==> config.mk <==
export PLATFORM = sky130hd
export DESIGN_NAME = apb_gpio_bank
export DESIGN_NICKNAME = d
export VERILOG_FILES = /design/src/rtl/apb_gpio_bank_pkg.sv /design/src/rtl/apb_gpio_bank_in_sync.sv /design/src/rtl/apb_gpio_bank.sv
export SDC_FILE = /design/constraint.sdc
export NUM_CORES = 1
export LEC_CHECK = 0
export CAP_MARGIN = 30
export CORE_MARGIN = 2
export CORE_UTILIZATION = 54
export DETAILED_ROUTE_END_ITERATION = 10
export GPL_TIMING_DRIVEN = 0
export PLACE_DENSITY = 0.83
export SLEW_MARGIN = 10
export SYNTH_ARGS = -nofsm -noshare
export SYNTH_HDL_FRONTEND = slang
export SYNTH_SLANG_ARGS = --single-unit
==> constraint.sdc <==
create_clock -name pclk -period 1.9 [get_ports pclk]
set_clock_uncertainty 0.15 [all_clocks]
set_input_delay 0.475 -clock pclk [delete_from_list [all_inputs] [get_ports pclk]]
set_output_delay 0.475 -clock pclk [all_outputs]
set_load 0.03 [all_outputs]
==> src/rtl/apb_gpio_bank_pkg.sv <==
`default_nettype none
// ============================================================================
// Module   : apb_gpio_bank_pkg
// Brief    : Register indices and APB phase encodings shared by the GPIO bank.
// Revision : 1.0 - initial release
// ============================================================================
package apb_gpio_bank_pkg;

  // Register map (paddr index)
  localparam int unsigned GPIO_DIR    = 0;
  localparam int unsigned GPIO_OUT    = 1;
  localparam int unsigned GPIO_IN     = 2;
  localparam int unsigned GPIO_IEN    = 3;
  localparam int unsigned GPIO_IPOL   = 4;
  localparam int unsigned GPIO_STAT   = 5;
  localparam int unsigned GPIO_OUTSET = 6;
  localparam int unsigned GPIO_OUTCLR = 7;

  // APB phase encodings
  localparam logic [1:0] ST_IDLE   = 2'd0;
  localparam logic [1:0] ST_SETUP  = 2'd1;
  localparam logic [1:0] ST_ACCESS = 2'd2;

endpackage : apb_gpio_bank_pkg
`default_nettype wire

==> src/rtl/apb_gpio_bank_in_sync.sv <==
`default_nettype none
// ============================================================================
// Module   : apb_gpio_bank_in_sync
// Brief    : Pad input synchronizer plus one history stage; emits the
//            synchronized value and per-bit rising / falling edge strobes.
// Revision : 1.0 - initial release
// ============================================================================
module apb_gpio_bank_in_sync #(
  parameter int DATA_WIDTH  = 8,
  parameter int SYNC_STAGES = 2
) (
  input  logic                  pclk_i,
  input  logic                  presetn_i,
  input  logic [DATA_WIDTH-1:0] gpio_i,
  output logic [DATA_WIDTH-1:0] sync_o,
  output logic [DATA_WIDTH-1:0] rise_o,
  output logic [DATA_WIDTH-1:0] fall_o
);

  logic [DATA_WIDTH-1:0] stage_q [SYNC_STAGES];
  logic [DATA_WIDTH-1:0] hist_q;

  // Shift the pad value through the synchronizer chain, then into the history flop
  always_ff @(posedge pclk_i or negedge presetn_i) begin
    if (!presetn_i) begin
      for (int i = 0; i < SYNC_STAGES; i++) begin
        stage_q[i] <= '0;
      end
      hist_q <= '0;
    end else begin
      stage_q[0] <= gpio_i;
      for (int i = 1; i < SYNC_STAGES; i++) begin
        stage_q[i] <= stage_q[i-1];
      end
      hist_q <= stage_q[SYNC_STAGES-1];
    end
  end

  assign sync_o = stage_q[SYNC_STAGES-1];
  assign rise_o = sync_o & ~hist_q;
  assign fall_o = ~sync_o & hist_q;

endmodule : apb_gpio_bank_in_sync
`default_nettype wire

==> src/rtl/apb_gpio_bank.sv <==
`default_nettype none
// ============================================================================
// Module   : apb_gpio_bank
// Brief    : Zero-wait-state APB slave for one GPIO bank: direction, output,
//            set/clear, synchronized input and edge-triggered interrupts.
// Revision : 1.0 - initial release
// ============================================================================
module apb_gpio_bank
  import apb_gpio_bank_pkg::*;
#(
  parameter int DATA_WIDTH  = 8,
  parameter int ADDR_WIDTH  = 3,
  parameter int SYNC_STAGES = 2
) (
  input  logic                  pclk,
  input  logic                  presetn,
  input  logic                  psel,
  input  logic                  penable,
  input  logic                  pwrite,
  input  logic [ADDR_WIDTH-1:0] paddr,
  input  logic [DATA_WIDTH-1:0] pwdata,
  output logic [DATA_WIDTH-1:0] prdata,
  output logic                  pready,
  input  logic [DATA_WIDTH-1:0] gpio_in,
  output logic [DATA_WIDTH-1:0] gpio_out,
  output logic [DATA_WIDTH-1:0] gpio_oe,
  output logic                  irq
);

  // state_q records the phase the bus is expected to be in next cycle
  logic [1:0]            state_q, state_d;
  logic [1:0]            w_phase;
  logic                  pready_q, pready_d;
  logic [DATA_WIDTH-1:0] prdata_q, prdata_d;
  logic [DATA_WIDTH-1:0] dir_q, dir_d;
  logic [DATA_WIDTH-1:0] out_q, out_d;
  logic [DATA_WIDTH-1:0] ien_q, ien_d;
  logic [DATA_WIDTH-1:0] ipol_q, ipol_d;
  logic [DATA_WIDTH-1:0] stat_q, stat_d;
  logic                  irq_q, irq_d;
  logic [DATA_WIDTH-1:0] w_rdata, w_clr, w_hit;
  logic [DATA_WIDTH-1:0] w_sync, w_rise, w_fall;
  logic [31:0]           w_addr;

  assign w_addr = 32'(paddr);

  apb_gpio_bank_in_sync #(
    .DATA_WIDTH  (DATA_WIDTH),
    .SYNC_STAGES (SYNC_STAGES)
  ) u_in_sync (
    .pclk_i    (pclk),
    .presetn_i (presetn),
    .gpio_i    (gpio_in),
    .sync_o    (w_sync),
    .rise_o    (w_rise),
    .fall_o    (w_fall)
  );

  // Classify the current bus cycle; an access phase only counts after our own setup
  always_comb begin
    w_phase = ST_IDLE;
    if (psel && !penable) begin
      w_phase = ST_SETUP;
    end else if (psel && penable && (state_q == ST_ACCESS)) begin
      w_phase = ST_ACCESS;
    end
  end

  // Read mux over the current register contents
  always_comb begin
    w_rdata = '0;
    case (w_addr)
      GPIO_DIR:  w_rdata = dir_q;
      GPIO_OUT:  w_rdata = out_q;
      GPIO_IN:   w_rdata = w_sync;
      GPIO_IEN:  w_rdata = ien_q;
      GPIO_IPOL: w_rdata = ipol_q;
      GPIO_STAT: w_rdata = stat_q;
      default:   w_rdata = '0;
    endcase
  end

  // APB handshake: setup arms pready and captures read data for the access cycle
  always_comb begin
    state_d  = ST_IDLE;
    pready_d = 1'b0;
    prdata_d = prdata_q;
    case (w_phase)
      ST_SETUP: begin
        state_d  = ST_ACCESS;
        pready_d = 1'b1;
        if (!pwrite) begin
          prdata_d = w_rdata;
        end
      end
      default: ;
    endcase
  end

  // Register writes commit on the access edge; edge hits are OR'd in after W1C so sets win
  always_comb begin
    dir_d  = dir_q;
    out_d  = out_q;
    ien_d  = ien_q;
    ipol_d = ipol_q;
    w_clr  = '0;
    if ((w_phase == ST_ACCESS) && pwrite) begin
      case (w_addr)
        GPIO_DIR:    dir_d  = pwdata;
        GPIO_OUT:    out_d  = pwdata;
        GPIO_IEN:    ien_d  = pwdata;
        GPIO_IPOL:   ipol_d = pwdata;
        GPIO_STAT:   w_clr  = pwdata;
        GPIO_OUTSET: out_d  = out_q | pwdata;
        GPIO_OUTCLR: out_d  = out_q & ~pwdata;
        default: ;
      endcase
    end
    w_hit  = ((ipol_q & w_fall) | (~ipol_q & w_rise)) & ~dir_q & ien_q;
    stat_d = (stat_q & ~w_clr) | w_hit;
    irq_d  = |(stat_d & ien_d);
  end

  // State and register file update
  always_ff @(posedge pclk or negedge presetn) begin
    if (!presetn) begin
      state_q  <= ST_IDLE;
      pready_q <= 1'b0;
      prdata_q <= '0;
      dir_q    <= '0;
      out_q    <= '0;
      ien_q    <= '0;
      ipol_q   <= '0;
      stat_q   <= '0;
      irq_q    <= 1'b0;
    end else begin
      state_q  <= state_d;
      pready_q <= pready_d;
      prdata_q <= prdata_d;
      dir_q    <= dir_d;
      out_q    <= out_d;
      ien_q    <= ien_d;
      ipol_q   <= ipol_d;
      stat_q   <= stat_d;
      irq_q    <= irq_d;
    end
  end

  // pready is only presented while the master is actually in its access phase
  assign pready   = pready_q & psel & penable;
  assign prdata   = prdata_q;
  assign irq      = irq_q;
  assign gpio_out = out_q;
  assign gpio_oe  = dir_q;

endmodule : apb_gpio_bank
`default_nettype wire

### Word level (Yosys, flattened, before mapping)

Cells that the tools add are included.

* bits of input ports: 24
* word-level logic and storage cells: 65
* output and inout port bits: 26
* register bits: 76

* mux-type cells: 10
* reductions and logical operators: 12
* bitwise logic cells: 21
* equality and inequality tests: 10

Operators with widths (number)
* 8-bit AND: 9
* 8-bit NOT: 6
* 8-bit one-hot mux with 6 select lines: 1
* 32-bit logical NOT: 1
* 8-bit 2-to-1 mux: 4
* 8-bit OR: 3
* 8-bit one-hot mux with 3 select lines: 1
* 3-bit equality test (second input constant): 4
* 2-bit AND reduction: 4
* 8-bit OR reduction: 1
* 3-bit by 2-bit equality test with 1-bit output (second input constant): 2
* 2-bit 2-to-1 mux: 3
* 2-bit equality test (second input constant): 2
* 1-bit logical AND: 4
* 3-bit by 1-bit equality test with 1-bit output (second input constant): 1
* 3-bit nonzero test: 1
* 1-bit AND: 2
* 2-bit by 1-bit equality test with 1-bit output (second input constant): 1
* 1-bit logical NOT: 1
* 1-bit 2-to-1 mux: 1
* 1-bit NOT: 1

### Longest topological paths before layout

* depth in word-level cells: 12
* depth in mapped cells: 8
* mapped depth without buffers: 5

### Hierarchy

From an unflattened synthesis, not the netlist that was laid out.

* cells, all modules: 290
* area total of the unflattened synthesis: 3478.3 µm²

Modules (own cells, without submodules)
* apb_gpio_bank: cells each 242, sequential area each 1251.2 µm², area an instance 2677.6 µm², instances 1
* apb_gpio_bank_in_sync: cells each 48, sequential area each 600.6 µm², area an instance 800.8 µm², instances 1

### Worst setup path after synthesis

OpenSTA, ideal clock, no wires.

* path kind: input to register
* start: input port psel
* end: register irq_q (netlist: irq)
* arrival: 1.739 ns
* stages: 7
* library setup time: 0.135 ns
* path buffers: 2
* data required time: 1.615 ns
* slack: -0.123 ns
* cells stage by stage: buf_6 and3_4 and4_4 buf_6 mux2_2 a22oi_2 nand4_1

* elaborated cells between the ends (all ways): 14
* those cells by class: eq/ne (1); mux (4); bitwise (4); reduce/logical (5)

RTL lines
* start, declared: line apb_gpio_bank.sv:17 `input logic psel,`
* 1-bit logical AND (2 in series): line apb_gpio_bank.sv:64 `end else if (psel && penable && (state_q == ST_ACCESS)) begin`
* 2-bit 2-to-1 mux: line apb_gpio_bank.sv:64
* 2-bit 2-to-1 mux (*): line apb_gpio_bank.sv:62 `if (psel && !penable) begin`
* 2-bit equality test (*): line apb_gpio_bank.sv:107 `if ((w_phase == ST_ACCESS) && pwrite) begin`
* 1-bit logical AND (*): line apb_gpio_bank.sv:107
* 8-bit 2-to-1 mux (*): line apb_gpio_bank.sv:107
* via ien_d[2]: line apb_gpio_bank.sv:37 `logic [DATA_WIDTH-1:0] ien_q, ien_d;`
* 8-bit AND (*): line apb_gpio_bank.sv:121 `irq_d = |(stat_d & ien_d);`
* 8-bit OR reduction (*): line apb_gpio_bank.sv:121
* via irq_d: line apb_gpio_bank.sv:40 `logic irq_q, irq_d;`
* end signal, assigned: line apb_gpio_bank.sv:145 `irq_q <= irq_d;`
* end, declared: line apb_gpio_bank.sv:40

The timed path passes the listed nets; every way through them passes the cells marked *.
A chain may end at the register's enable or synchronous reset.

### Worst setup path in the final report

* start: input port paddr[1]
* end: register irq_q (netlist: irq)

* elaborated cells between the ends (all ways): 11
* those cells by class: eq/ne (2); mux (4); bitwise (4); reduce/logical (1)

RTL lines
* start, declared: line apb_gpio_bank.sv:20 `input logic [ADDR_WIDTH-1:0] paddr,`
* 3-bit by 2-bit equality test with 1-bit output: line apb_gpio_bank.sv:108 `case (w_addr)`
* 8-bit 2-to-1 mux: line apb_gpio_bank.sv:108
* 8-bit 2-to-1 mux: line apb_gpio_bank.sv:107
* via ien_d[2]: line apb_gpio_bank.sv:37
* 8-bit AND: line apb_gpio_bank.sv:121
* 8-bit OR reduction: line apb_gpio_bank.sv:121
* via irq_d: line apb_gpio_bank.sv:40

The timed path passes the listed nets, and every way through them passes these cells.

==> results by group <==
Min path
  – Hold endpoint: u_in_sync.sync_o[2]
  – Hold wc startpoint: u_in_sync.stage_q[10]
  – Hold Path Class: flip-flop to flip-flop
  – Worst Hold Depth: 0

STA
  – Final hold violations: 0
  – Max-slew headroom: roughly half
  – Slew Viols, Final: 0
  – Max Fclk: 516.8 MHz
  – RSZ-0062 raised after global routing: yes
  – Final worst-path cycle share: 101.8%
  – Final min period: around 1.9 ns
  – Final Worst Setup Slack: -0.03513 ns
  – Worst-margin pin slew: 0.7252 ns
  – Hold WS: ~0.2 ns
  – # setup viols final: 1

Synthesis
  – Synth warnings: 0
  – Top FF cell, synth: dfrtp_1
  – Post-synth ARST share: between 90% and 100%
  – Synth area leader: dfrtp_1
  – Seq cells post-synth: 74
  – Number of library cell types mapped by synthesis: 36
  – Post-synthesis sequential area ratio: ~55%
  – Syn avg cell area: around 12 µm²
  – Share of the synthesized area in the top cell type: 54.65%
  – Syn Inst Count: about 280
  – Synth area leaders: dfrtp_1 (55%), mux2_2 (9.3%), a21oi_1 (3.4%), nor2_1 (2.8%), mux2i_1 (2.7%)
  – Cell Area, Synth: between 3000 and 4000 µm²
  – Most common library cells after synthesis: dfrtp_1 (74), mux2_2 (28), nor2_1 (25), a21oi_1 (23), nand2_1 (11)
  – Post-synth EDFFs: 0
  – Most numerous cell in the Yosys netlist: dfrtp_1
  – Syn nets: between 300 and 400

Pwr
  – NetSw: ~1 mW
  – Leak pwr: ~2.0 nW
  – Power Density: between 800 and 900 nW/µm²
  – Cell internal pwr: about 2.7 mW
  – Logic pwr share: between 15 and 20%
  – Sequential Power Share: between 40% and 50%
  – Clock network power share: a little over a third
  – Switching Share: between 20% and 30%
  – Power, Total: ~3.7 mW
  – Maximum VDD drop: between 0.0008 and 0.0009 V

Floorplan
  – Core Area: about 6000 µm²
  – Starting density of the core: about 57%
  – Die width: around 83 µm
  – I/O pin total: 50
  – Die Footprint: 6924 µm²
  – Site Rows: 28
  – Die Ht: 83.21 µm

Cells and area
  – # fillers: roughly 460
  – Area Growth Syn to Fin: 25.85%
  – Share of cells above drive strength 1: 24.43%
  – Post-layout nets: about 370
  – Ant. Diodes: 0
  – Non-Filler Instances: approximately 420

Placed design
  – GPL Wtd Cong: around 0.9
  – Place WS: -0.8185 ns
  – Buffers on Ports: 46
  – HPWL after DPL: roughly 5.4 mm
  – Inst Count DP: just over 400

Routing
  – Post-Route WL: between 8 and 9 mm
  – Number of DRC markers in iteration 0: 352
  – Detailed-route via count: approximately 2600
  – DR DRC count: 0
  – Vias/cell: around 6.0
  – Remaining antenna violation count after routing: 0
  – Drt first pass iters: 5
  – Routed length per instance: between 15 and 20 µm

Run
  – Max cap viols: 0

Run status
  – Status: finished with violations
  – Failing checks: negative setup slack

Critical path
  – Worst R2R End: irq
  – Worst R2R Start: state_q[1]
  – CP Launch Type: primary input
  – CP arrival: ~2.0 ns
  – CP Max Fanout: 8
  – R2R Setup Slk: approximately 0.01 ns
  – Setup CP Type: primary input to flip-flop
  – Worst setup EP type: flip-flop
  – R2R cell count: 6
  – CP required: 1.95 ns

GRT
  – M1 GR Usage: about a third
  – Initial antenna violation count: 0
  – GR Util All Layers: 24.87%
  – Global route overflow: 0
  – Global-route wire length before repair: between 10 and 15 mm
  – Met3 usage: under 10%
  – Largest net degree at the start of global routing: 46
  – Vias in the first global route: 2511
  – M2 GR Usage: between 40% and 50%
  – Grt peak-use layer: met2

Clock network
  – Cts bufs inserted: 9
  – Clock Root Buffer: clkbuf_8
  – Maximum clock insertion buffer count: 2
  – H-tree depth: 3
  – Clock Sinks: 74
  – Clock Latency Late Sink: roughly 0.36 ns
  – Clock transition at path regs: 0.08 ns
  – CTS tree: yes
[per-stage QoR]
| stage | area [µm²] | util [%] | TNS, ns |
|---|---|---|---|
| after global placement | 3980 | 66.44 | -191.05 |
| after global routing | 4264 | 71.18 | -0.03748 |
| after floorplan | 3426 | - | -0.1184 |
| after detailed placement | 4005 | 66.85 | -22.96 |
| after CTS | 4240 | 70.78 | 0 |
| final | 4264 | 71.18 | -0.03513 |
[area by class of cell]
| class | count | area (µm²) | area share (%) |
|---|---|---|---|
| Timing Repair Buffer | 50 | 480.5 | 11.27 |
| Tap cell | 75 | 93.84 | 2.201 |
| Multi-Input combinational cell | 184 | 1469 | 34.45 |
| Buffer | 16 | 120.1 | 2.817 |
| Sequential cell | 74 | 1852 | 43.43 |
| Clock buffer | 10 | 127.6 | 2.993 |
| Inverter | 8 | 30.03 | 0.7042 |
| Clock inverter | 6 | 91.34 | 2.142 |
[critical path, cell delays in order]
cell and delay [ns]:
clkdlybuf4s15_1 0.25, nor2b_4 0.20, and4_4 0.25, buf_12 0.15, mux2_4 0.33, a22oi_2 0.17, nand4_1 0.17
[layout by cell type, fill, tap and decap left out, types with 4 or more instances in the layout]
cell type / instances
dfrtp_1: 74
dlygate4sd2_1: 27
nor2_1: 25
a21oi_1: 23
mux2_2: 20
clkdlybuf4s50_1: 15
nand2_1: 10
mux2i_1: 9
clkbuf_8: 9
mux2_4: 8
inv_1: 8
and3b_1: 8
buf_2: 7
nand2b_1: 7
o21ai_0: 7
o2bb2ai_1: 7
a211oi_2: 7
o31ai_1: 6
o221ai_1: 6
buf_4: 5
o21a_1: 5
o21ai_1: 4
a22oi_2: 4
[per-layer routing]
| layer | part of all wire, % | vias to the layer above |
|---|---|---|
| li1 | - | 1158 |
| met1 | 42 | 1266 |
| met3 | 7.1 | 18 |
| met5 | 0 | - |
| met4 | 1.6 | 0 |
| met2 | 49 | 115 |
[power groups by stage]
stage | clock (mW) | combinational (mW) | sequential, mW
4_1_cts | 1.35 | 0.593 | 1.77
3_3_place_gp | 0 | 0.601 | 1.80
6_report | 1.33 | 0.598 | 1.77
2_1_floorplan | 0 | 0.252 | 1.89
5_1_grt | 1.42 | 0.642 | 1.79
3_5_place_dp | 0 | 0.621 | 1.80
[logic make-up after synthesis]
| family | share of synthesized area [%] |
|---|---|
| compound gates | 16.43 |
| flops | 54.65 |
| simple gates | 11.00 |
| mux | 13.96 |
| buf+inv | 3.951 |
[what timing repair did]
item / in CTS / in global routing
setup buffers: 2 / 0
pin swaps: 2 / 3
endpoints found under the hold margin: 29 / 0
hold buffers: 1 / 0
setup endpoints to repair: 71 / 20
gates resized for setup: 38 / 10
[how the worst max path moves through the flow]
stage,startpoint,endpoint,slack [ns],cells after the start
4_1_cts,penable,irq,0.01,7
3_5_place_dp,paddr[1],irq,-0.82,7
5_1_grt,state_q[1],irq,-0.04,6
2_1_floorplan,psel,irq,-0.11,7
6_report,paddr[1],irq,-0.04,7
3_3_place_gp,presetn,u_in_sync.stage_q[10],-2.29,1
(Power assumes the default switching activity.)
